$ cat config.mk
export PLATFORM = sky130hd
export DESIGN_NAME = apb_slave_regfile_flat
export DESIGN_NICKNAME = d
export VERILOG_FILES = /design/src/rtl/apb_slave_regfile_if.sv /design/src/rtl/apb_slave_regfile.sv /design/src/flat_wrapper.sv
export SDC_FILE = /design/constraint.sdc
export NUM_CORES = 1
export LEC_CHECK = 0
export ABC_CLOCK_PERIOD_IN_PS = 3500
export CORE_ASPECT_RATIO = 1.1
export CORE_MARGIN = 2
export CORE_UTILIZATION = 30
export DETAILED_ROUTE_END_ITERATION = 16
export DONT_BUFFER_PORTS = 1
export MAX_ROUTING_LAYER = met4
export PLACE_DENSITY = 0.49
export SYNTH_ARGS = -nofsm -noshare
export SYNTH_HDL_FRONTEND = slang
export SYNTH_SLANG_ARGS = --single-unit
$ cat constraint.sdc
create_clock -name pclk -period 3.5 [get_ports pclk]
set_clock_uncertainty 0.05 [all_clocks]
set_input_delay 0.525 -clock pclk [delete_from_list [all_inputs] [get_ports pclk]]
set_output_delay 0.525 -clock pclk [all_outputs]
set_load 0.005 [all_outputs]
$ cat src/rtl/apb_slave_regfile_if.sv
// apb_slave_regfile_if: APB bus bundle between the master
// and the register-file slave.
interface apb_slave_regfile_if #(
  parameter int DATA_WIDTH = 32,
  parameter int ADDR_WIDTH = 8
);
  logic                    psel;
  logic                    penable;
  logic                    pwrite;
  logic [ADDR_WIDTH-1:0]   paddr;
  logic [DATA_WIDTH-1:0]   pwdata;
  logic [DATA_WIDTH/8-1:0] pstrb;
  logic [DATA_WIDTH-1:0]   prdata;
  logic                    pready;
  logic                    pslverr;

  modport master (
    output psel, penable, pwrite, paddr, pwdata, pstrb,
    input  prdata, pready, pslverr
  );

  modport slave (
    input  psel, penable, pwrite, paddr, pwdata, pstrb,
    output prdata, pready, pslverr
  );
endinterface

$ cat src/rtl/apb_slave_regfile.sv
// apb_slave_regfile: APB register file with byte strobes,
// programmable wait states and PSLVERR on bad addresses.
module apb_slave_regfile #(
  parameter int DATA_WIDTH  = 32,
  parameter int ADDR_WIDTH  = 8,
  parameter int NUM_REGS    = 16,
  parameter int WAIT_STATES = 0
) (
  input logic                pclk,
  input logic                rst_n,
  apb_slave_regfile_if.slave apb
);
  localparam int NB = DATA_WIDTH / 8;
  localparam int LB = (NB > 1) ? $clog2(NB) : 0;
  localparam int RW = (NUM_REGS > 1) ? $clog2(NUM_REGS) : 1;
  localparam logic [ADDR_WIDTH-1:0] LANE_MASK =
    ADDR_WIDTH'((1 << LB) - 1);
  localparam logic [ADDR_WIDTH:0] NREGS =
    (ADDR_WIDTH+1)'(NUM_REGS);
  localparam logic [3:0] WS = 4'(WAIT_STATES);

  typedef enum logic [1:0] {
    IDLE,
    SETUP,
    ACCESS
  } state_e;

  state_e                state_q, state_d;
  logic [3:0]            cnt_q, cnt_d;
  logic [ADDR_WIDTH-1:0] addr_q;
  logic                  wr_q;
  logic [DATA_WIDTH-1:0] wdata_q;
  logic [NB-1:0]         strb_q;
  logic [DATA_WIDTH-1:0] regs_q [NUM_REGS];

  logic                  cap;
  logic                  done;
  logic                  rdy;
  logic                  err;
  logic [ADDR_WIDTH:0]   idx;
  logic [RW-1:0]         ridx;
  logic [DATA_WIDTH-1:0] row;
  logic [DATA_WIDTH-1:0] row_d;

  // Decode works only on the captured address, so the
  // response never depends on live bus inputs.
  assign idx  = {1'b0, addr_q >> LB};
  assign ridx = idx[RW-1:0];
  assign err  = (|(addr_q & LANE_MASK)) | (idx >= NREGS);
  assign row  = regs_q[ridx];
  assign rdy  = (state_q == ACCESS) && (cnt_q == 4'd0);

  always_comb begin
    row_d = row;
    for (int i = 0; i < NB; i++) begin
      if (strb_q[i]) row_d[i*8 +: 8] = wdata_q[i*8 +: 8];
    end
  end

  always_comb begin
    state_d = state_q;
    cnt_d   = cnt_q;
    cap     = 1'b0;
    done    = 1'b0;
    unique case (state_q)
      IDLE: begin
        if (apb.psel && !apb.penable) begin
          state_d = SETUP;
          cap     = 1'b1;
        end
      end
      SETUP: begin
        state_d = ACCESS;
        cnt_d   = WS;
      end
      ACCESS: begin
        if (cnt_q == 4'd0) begin
          done = 1'b1;
          if (apb.psel && !apb.penable) begin
            state_d = SETUP;
            cap     = 1'b1;
          end else begin
            state_d = IDLE;
          end
        end else if (apb.psel && apb.penable) begin
          cnt_d = cnt_q - 4'd1;
        end else begin
          state_d = IDLE;
          cnt_d   = 4'd0;
        end
      end
      default: begin
        state_d = IDLE;
        cnt_d   = 4'd0;
      end
    endcase
  end

  always_ff @(posedge pclk) begin
    if (!rst_n) begin
      state_q <= IDLE;
      cnt_q   <= '0;
      addr_q  <= '0;
      wr_q    <= 1'b0;
      wdata_q <= '0;
      strb_q  <= '0;
      for (int i = 0; i < NUM_REGS; i++) regs_q[i] <= '0;
    end else begin
      state_q <= state_d;
      cnt_q   <= cnt_d;
      if (cap) begin
        addr_q  <= apb.paddr;
        wr_q    <= apb.pwrite;
        wdata_q <= apb.pwdata;
        strb_q  <= apb.pstrb;
      end
      if (done && wr_q && !err) regs_q[ridx] <= row_d;
    end
  end

  assign apb.pready  = rdy;
  assign apb.pslverr = rdy & err;
  assign apb.prdata  = (rdy && !wr_q && !err) ? row : '0;

endmodule

$ cat src/flat_wrapper.sv
// flat-port wrapper written by rule: the top's interface ports become plain ports
module apb_slave_regfile_flat 
#(
  parameter int DATA_WIDTH  = 32,
  parameter int ADDR_WIDTH  = 8,
  parameter int NUM_REGS    = 16,
  parameter int WAIT_STATES = 0
)
  (pclk, rst_n, apb_psel, apb_penable, apb_pwrite, apb_paddr, apb_pwdata, apb_pstrb, apb_prdata, apb_pready, apb_pslverr);
  apb_slave_regfile_if #(.DATA_WIDTH(DATA_WIDTH), .ADDR_WIDTH(ADDR_WIDTH)) apb_i ();
  input logic pclk;
  input logic rst_n;
  input wire logic [$bits(apb_i.psel)-1:0] apb_psel;
  input wire logic [$bits(apb_i.penable)-1:0] apb_penable;
  input wire logic [$bits(apb_i.pwrite)-1:0] apb_pwrite;
  input wire logic [$bits(apb_i.paddr)-1:0] apb_paddr;
  input wire logic [$bits(apb_i.pwdata)-1:0] apb_pwdata;
  input wire logic [$bits(apb_i.pstrb)-1:0] apb_pstrb;
  output wire logic [$bits(apb_i.prdata)-1:0] apb_prdata;
  output wire logic [$bits(apb_i.pready)-1:0] apb_pready;
  output wire logic [$bits(apb_i.pslverr)-1:0] apb_pslverr;
  assign apb_i.psel = apb_psel;
  assign apb_i.penable = apb_penable;
  assign apb_i.pwrite = apb_pwrite;
  assign apb_i.paddr = apb_paddr;
  assign apb_i.pwdata = apb_pwdata;
  assign apb_i.pstrb = apb_pstrb;
  assign apb_prdata = apb_i.prdata;
  assign apb_pready = apb_i.pready;
  assign apb_pslverr = apb_i.pslverr;
  apb_slave_regfile #(.DATA_WIDTH(DATA_WIDTH), .ADDR_WIDTH(ADDR_WIDTH), .NUM_REGS(NUM_REGS), .WAIT_STATES(WAIT_STATES)) u_core (.pclk(pclk), .rst_n(rst_n), .apb(apb_i));
endmodule
==> metrics.txt, run 1 <==
# TYPE chip_impl_metric gauge
chip_impl_info{name="run_status",value="finished, final reports clean"} 1
chip_impl_metric{name="route.met2.wl",unit="um"} 42000
chip_impl_info{name="yosys.cell_count.top_type",value="sky130_fd_sc_hd__a21oi_1"} 1
chip_impl_info{name="critical_path_class",value="reg -> out"} 1
chip_impl_metric{name="diodes",unit=""} 0
chip_impl_metric{name="ir_drop",unit="mV"} 0.408
chip_impl_metric{name="antenna_found_initial",unit=""} 4
chip_impl_metric{name="critical_path_peak_fanout",unit=""} 31
chip_impl_metric{name="hpwl",unit="um"} 52600
chip_impl_metric{name="max-slew-margin-rel",unit="%"} 31.7
chip_impl_metric{name="synth-async-reset-ratio",unit="%"} 0
chip_impl_metric{name="die-area",unit="sq um"} 88600
chip_impl_metric{name="synth_area",unit="sq um"} 25900
chip_impl_info{name="cts-root-buf",value="sky130_fd_sc_hd__clkbuf_16"} 1
chip_impl_metric{name="final-instance-count-excl-fill",unit=""} 3338
chip_impl_info{name="clock_tree_from_tritoncts",value="built"} 1
chip_impl_metric{name="route.detailed.vias_per_inst",unit=""} 5.51
chip_impl_metric{name="worst_pin_slew",unit="ns"} 1.02
chip_impl_metric{name="grt_first_pass_wirelength",unit="um"} 127000
chip_impl_metric{name="fp.coreArea",unit="sq um"} 85200
chip_impl_metric{name="final-max-slew-violation-count",unit=""} 0
chip_impl_metric{name="post_route_cells_drive_above_1_share",unit="%"} 15.4
chip_impl_metric{name="wl_met1",unit="um"} 36300
chip_impl_info{name="crit_path_start_kind",value="flop"} 1
chip_impl_metric{name="design.portCount",unit=""} 83
chip_impl_info{name="rsz0062_at_grt",value="no"} 1
chip_impl_metric{name="die-width",unit="um"} 284
chip_impl_metric{name="overflow",unit=""} 0
chip_impl_metric{name="synth_fp_nets",unit=""} 2133
chip_impl_metric{name="period_needed",unit="ns"} 3.39
chip_impl_metric{name="synthesis_warnings",unit=""} 0
chip_impl_metric{name="setup_tns",unit="ns"} 0
chip_impl_info{name="top_layer_used",value="met4"} 1
chip_impl_metric{name="reg2reg_setup_slack",unit="ns"} 0.70
chip_impl_metric{name="max_freq",unit="GHz"} 0.295
chip_impl_metric{name="finalWirelength",unit="um"} 87800
chip_impl_metric{name="power_density",unit="nW/um^2"} 511
chip_impl_metric{name="clock_tree.htree_level_count",unit=""} 2
chip_impl_metric{name="fin_util",unit="%"} 35.9
chip_impl_metric{name="met3RoutedLength",unit="um"} 7210
chip_impl_metric{name="synth.lib_cells_used.distinct",unit=""} 36
chip_impl_metric{name="worst_setup_hold_path_clk_slew",unit="ns"} 0.06
chip_impl_info{name="hold_class",value="in -> reg"} 1
chip_impl_metric{name="initial_utilization",unit="%"} 30.4
chip_impl_metric{name="grt_util_all_layers",unit="%"} 20.0
chip_impl_info{name="synth.cells.most_frequent",value="577 x sky130_fd_sc_hd__a21oi_1, 512 x sky130_fd_sc_hd__edfxtp_1, 193 x sky130_fd_sc_hd__mux2i_1, 178 x sky130_fd_sc_hd__nand2_1, 162 x sky130_fd_sc_hd__clkbuf_1"} 1
chip_impl_metric{name="ys_ff_latch",unit=""} 567
chip_impl_metric{name="number_of_placed_cells_counting_well_taps",unit=""} 3180
chip_impl_metric{name="worst-endpoint-required",unit="ns"} 2.92
chip_impl_metric{name="p_leak",unit="nW"} 9.86
chip_impl_metric{name="place.gp.congestion",unit=""} 0.802
chip_impl_metric{name="finalHoldViolations",unit=""} 0
chip_impl_metric{name="max_cap_violations",unit=""} 0
chip_impl_metric{name="die_height",unit="um"} 312
chip_impl_metric{name="synth.yosys.seq_area_share",unit="%"} 63.7
chip_impl_info{name="ys.flop_type",value="sky130_fd_sc_hd__edfxtp_1"} 1
chip_impl_metric{name="detailroute.via_count",unit=""} 18400
chip_impl_metric{name="drt.antenna.violating_nets",unit=""} 0
chip_impl_metric{name="worst_ep_arrival_time",unit="ns"} 2.82
chip_impl_info{name="synth.top_cells.by_area",value="sky130_fd_sc_hd__edfxtp_1 59%, sky130_fd_sc_hd__a21oi_1 11%, sky130_fd_sc_hd__mux2i_1 7.5%"} 1
chip_impl_metric{name="synthDominantCellAreaShare",unit="%"} 59.4
chip_impl_metric{name="avgSynthCellArea",unit="sq um"} 12.4
chip_impl_metric{name="post-layout-total-power",unit="W"} 0.0156
chip_impl_metric{name="synth_edf_count",unit=""} 512
chip_impl_info{name="synthDominantAreaCellType",value="sky130_fd_sc_hd__edfxtp_1"} 1
chip_impl_metric{name="clock-sinks",unit=""} 567
chip_impl_metric{name="cts_max_path_bufs",unit=""} 3
chip_impl_metric{name="avgRoutedWirePerCell",unit="um"} 26.3
chip_impl_metric{name="grt_pass1_vias",unit=""} 18500
chip_impl_metric{name="first_pass_iters",unit=""} 5
chip_impl_info{name="endpoint_kind",value="primary output"} 1
chip_impl_metric{name="grt_start_max_net_pins",unit=""} 46
chip_impl_metric{name="cell_count_after_synthesis",unit=""} 2083
chip_impl_metric{name="finish.net_count",unit=""} 2197
chip_impl_metric{name="setup_violations",unit=""} 0
chip_impl_metric{name="drt_drc_violations_left",unit=""} 0
chip_impl_metric{name="first_iter_violations",unit=""} 1773
chip_impl_metric{name="clock_latency_reported_for_the_late_side_of_the_worst_skew_pair",unit="ns"} 0.64
chip_impl_metric{name="rows",unit=""} 112
chip_impl_metric{name="numCtsBuffers",unit=""} 61
chip_impl_metric{name="final.period_utilization",unit="%"} 96.9
chip_impl_metric{name="place.port_buffers",unit=""} 0
chip_impl_metric{name="finalHoldWorstSlack",unit="ns"} 0.0245
chip_impl_metric{name="area_overhead_vs_synth",unit="%"} 18.1
[stage by stage]
stage          setup WS [ns]  instance area [sq um]
5_1_grt              0.00190                  30500
6_report               0.108                  30500
4_1_cts               0.0312                  30500
3_3_place_gp           0.550                  28000
2_1_floorplan          0.274                  25900
3_5_place_dp           0.512                  28000
[sequential cells by signal (all words and copies together) (netlist names), named ones only]
name / count
u_core.addr_q: 8
u_core.cnt_q: 4
u_core.wr_q: 1
u_core.regs_q: 512
u_core.state_q: 2
u_core.wdata_q: 32
u_core.strb_q: 4
[metal layers]
| layer | vias to the layer above | track usage [%] |
|---|---|---|
| met1 | 9383 | 25.3 |
| met3 | 150 | 4.47 |
| met4 | 0 | 5.61 |
| met5 | - | - |
| li1 | 8136 | - |
| met2 | 711 | 32.3 |
[placed cells by master, fill, tap and decap left out, types with 32 or more instances in the layout]
master | Yosys | final
sky130_fd_sc_hd__clkbuf_16 | 0 | 64
sky130_fd_sc_hd__edfxtp_1 | 512 | 512
sky130_fd_sc_hd__nand2_1 | 178 | 157
sky130_fd_sc_hd__mux4_2 | 32 | 32
sky130_fd_sc_hd__a21oi_1 | 577 | 577
sky130_fd_sc_hd__a221oi_1 | 57 | 57
sky130_fd_sc_hd__dfxtp_1 | 55 | 51
sky130_fd_sc_hd__a21boi_0 | 47 | 47
sky130_fd_sc_hd__buf_4 | 6 | 147
sky130_fd_sc_hd__nand3_1 | 37 | 32
sky130_fd_sc_hd__mux2i_1 | 193 | 193
sky130_fd_sc_hd__dlygate4sd3_1 | 0 | 39
sky130_fd_sc_hd__a22oi_1 | 57 | 57
[cells by family after synthesis]
kind of cell	after synthesis	share of synthesized area, %
compound gates	751	16.4
buf+inv	214	3.32
mux	225	10.3
fa+ha+maj	1	0.0484
flops	567	63.7
simple gates	325	6.26
[worst max-delay path, cell delays in order, from the launching register on]
cell and delay (ns):
sky130_fd_sc_hd__dfxtp_2 0.47, sky130_fd_sc_hd__buf_4 0.27, sky130_fd_sc_hd__nor2b_4 0.16, sky130_fd_sc_hd__buf_12 0.20, sky130_fd_sc_hd__a221oi_1 0.52, sky130_fd_sc_hd__nand2_1 0.21, sky130_fd_sc_hd__a21oi_1 0.19, sky130_fd_sc_hd__buf_4 0.13
[area by class of cell]
type	count	area (sq um)
fillers	8363	54700
well taps	1140	1430
clock buffers	79	1690
multi-input cells	1302	8650
inverters	6	22.5
flip-flops and latches	567	16500
clock inverters	35	328
repair buffers	209	1950
[power by group]
part	switching, W	total [W]	leakage (nW)	internal, W
combinational	0.000940	0.00136	3.13	0.000424
clock	0.00274	0.00657	0.994	0.00383
sequential	0.0000971	0.00768	5.73	0.00758
[worst paths after layout]
check	start	to	cells after the start
setup / recovery	flop	apb_prdata[16]	7
hold / removal	apb_pwdata[10]	u_core.wdata_q[10]	2
setup reg to reg	u_core.addr_q[7]	u_core.regs_q[8][10]	5
hold reg to reg	u_core.wdata_q[30]	u_core.wdata_q[30]	2
[timing repair]
item	CTS	global route
setup buffers	4	0
hold buffers	40	0
pin swaps	0	0
resized for setup	5	1
endpoints found under the hold margin	49	0
setup endpoints to repair	32	11
No activity file was read; power rests on OpenSTA's default activity.
==> run 2, diff against run 1 <==
--- a/config.mk
+++ b/config.mk
@@ -13,6 +13,7 @@
 export DONT_BUFFER_PORTS = 1
 export MAX_ROUTING_LAYER = met4
 export PLACE_DENSITY = 0.49
+export SLEW_MARGIN = 20
 export SYNTH_ARGS = -nofsm -noshare
 export SYNTH_HDL_FRONTEND = slang
 export SYNTH_SLANG_ARGS = --single-unit
==> results of run 2 <==
The final DEF is identical to that of run 1; final timing and power are the same.
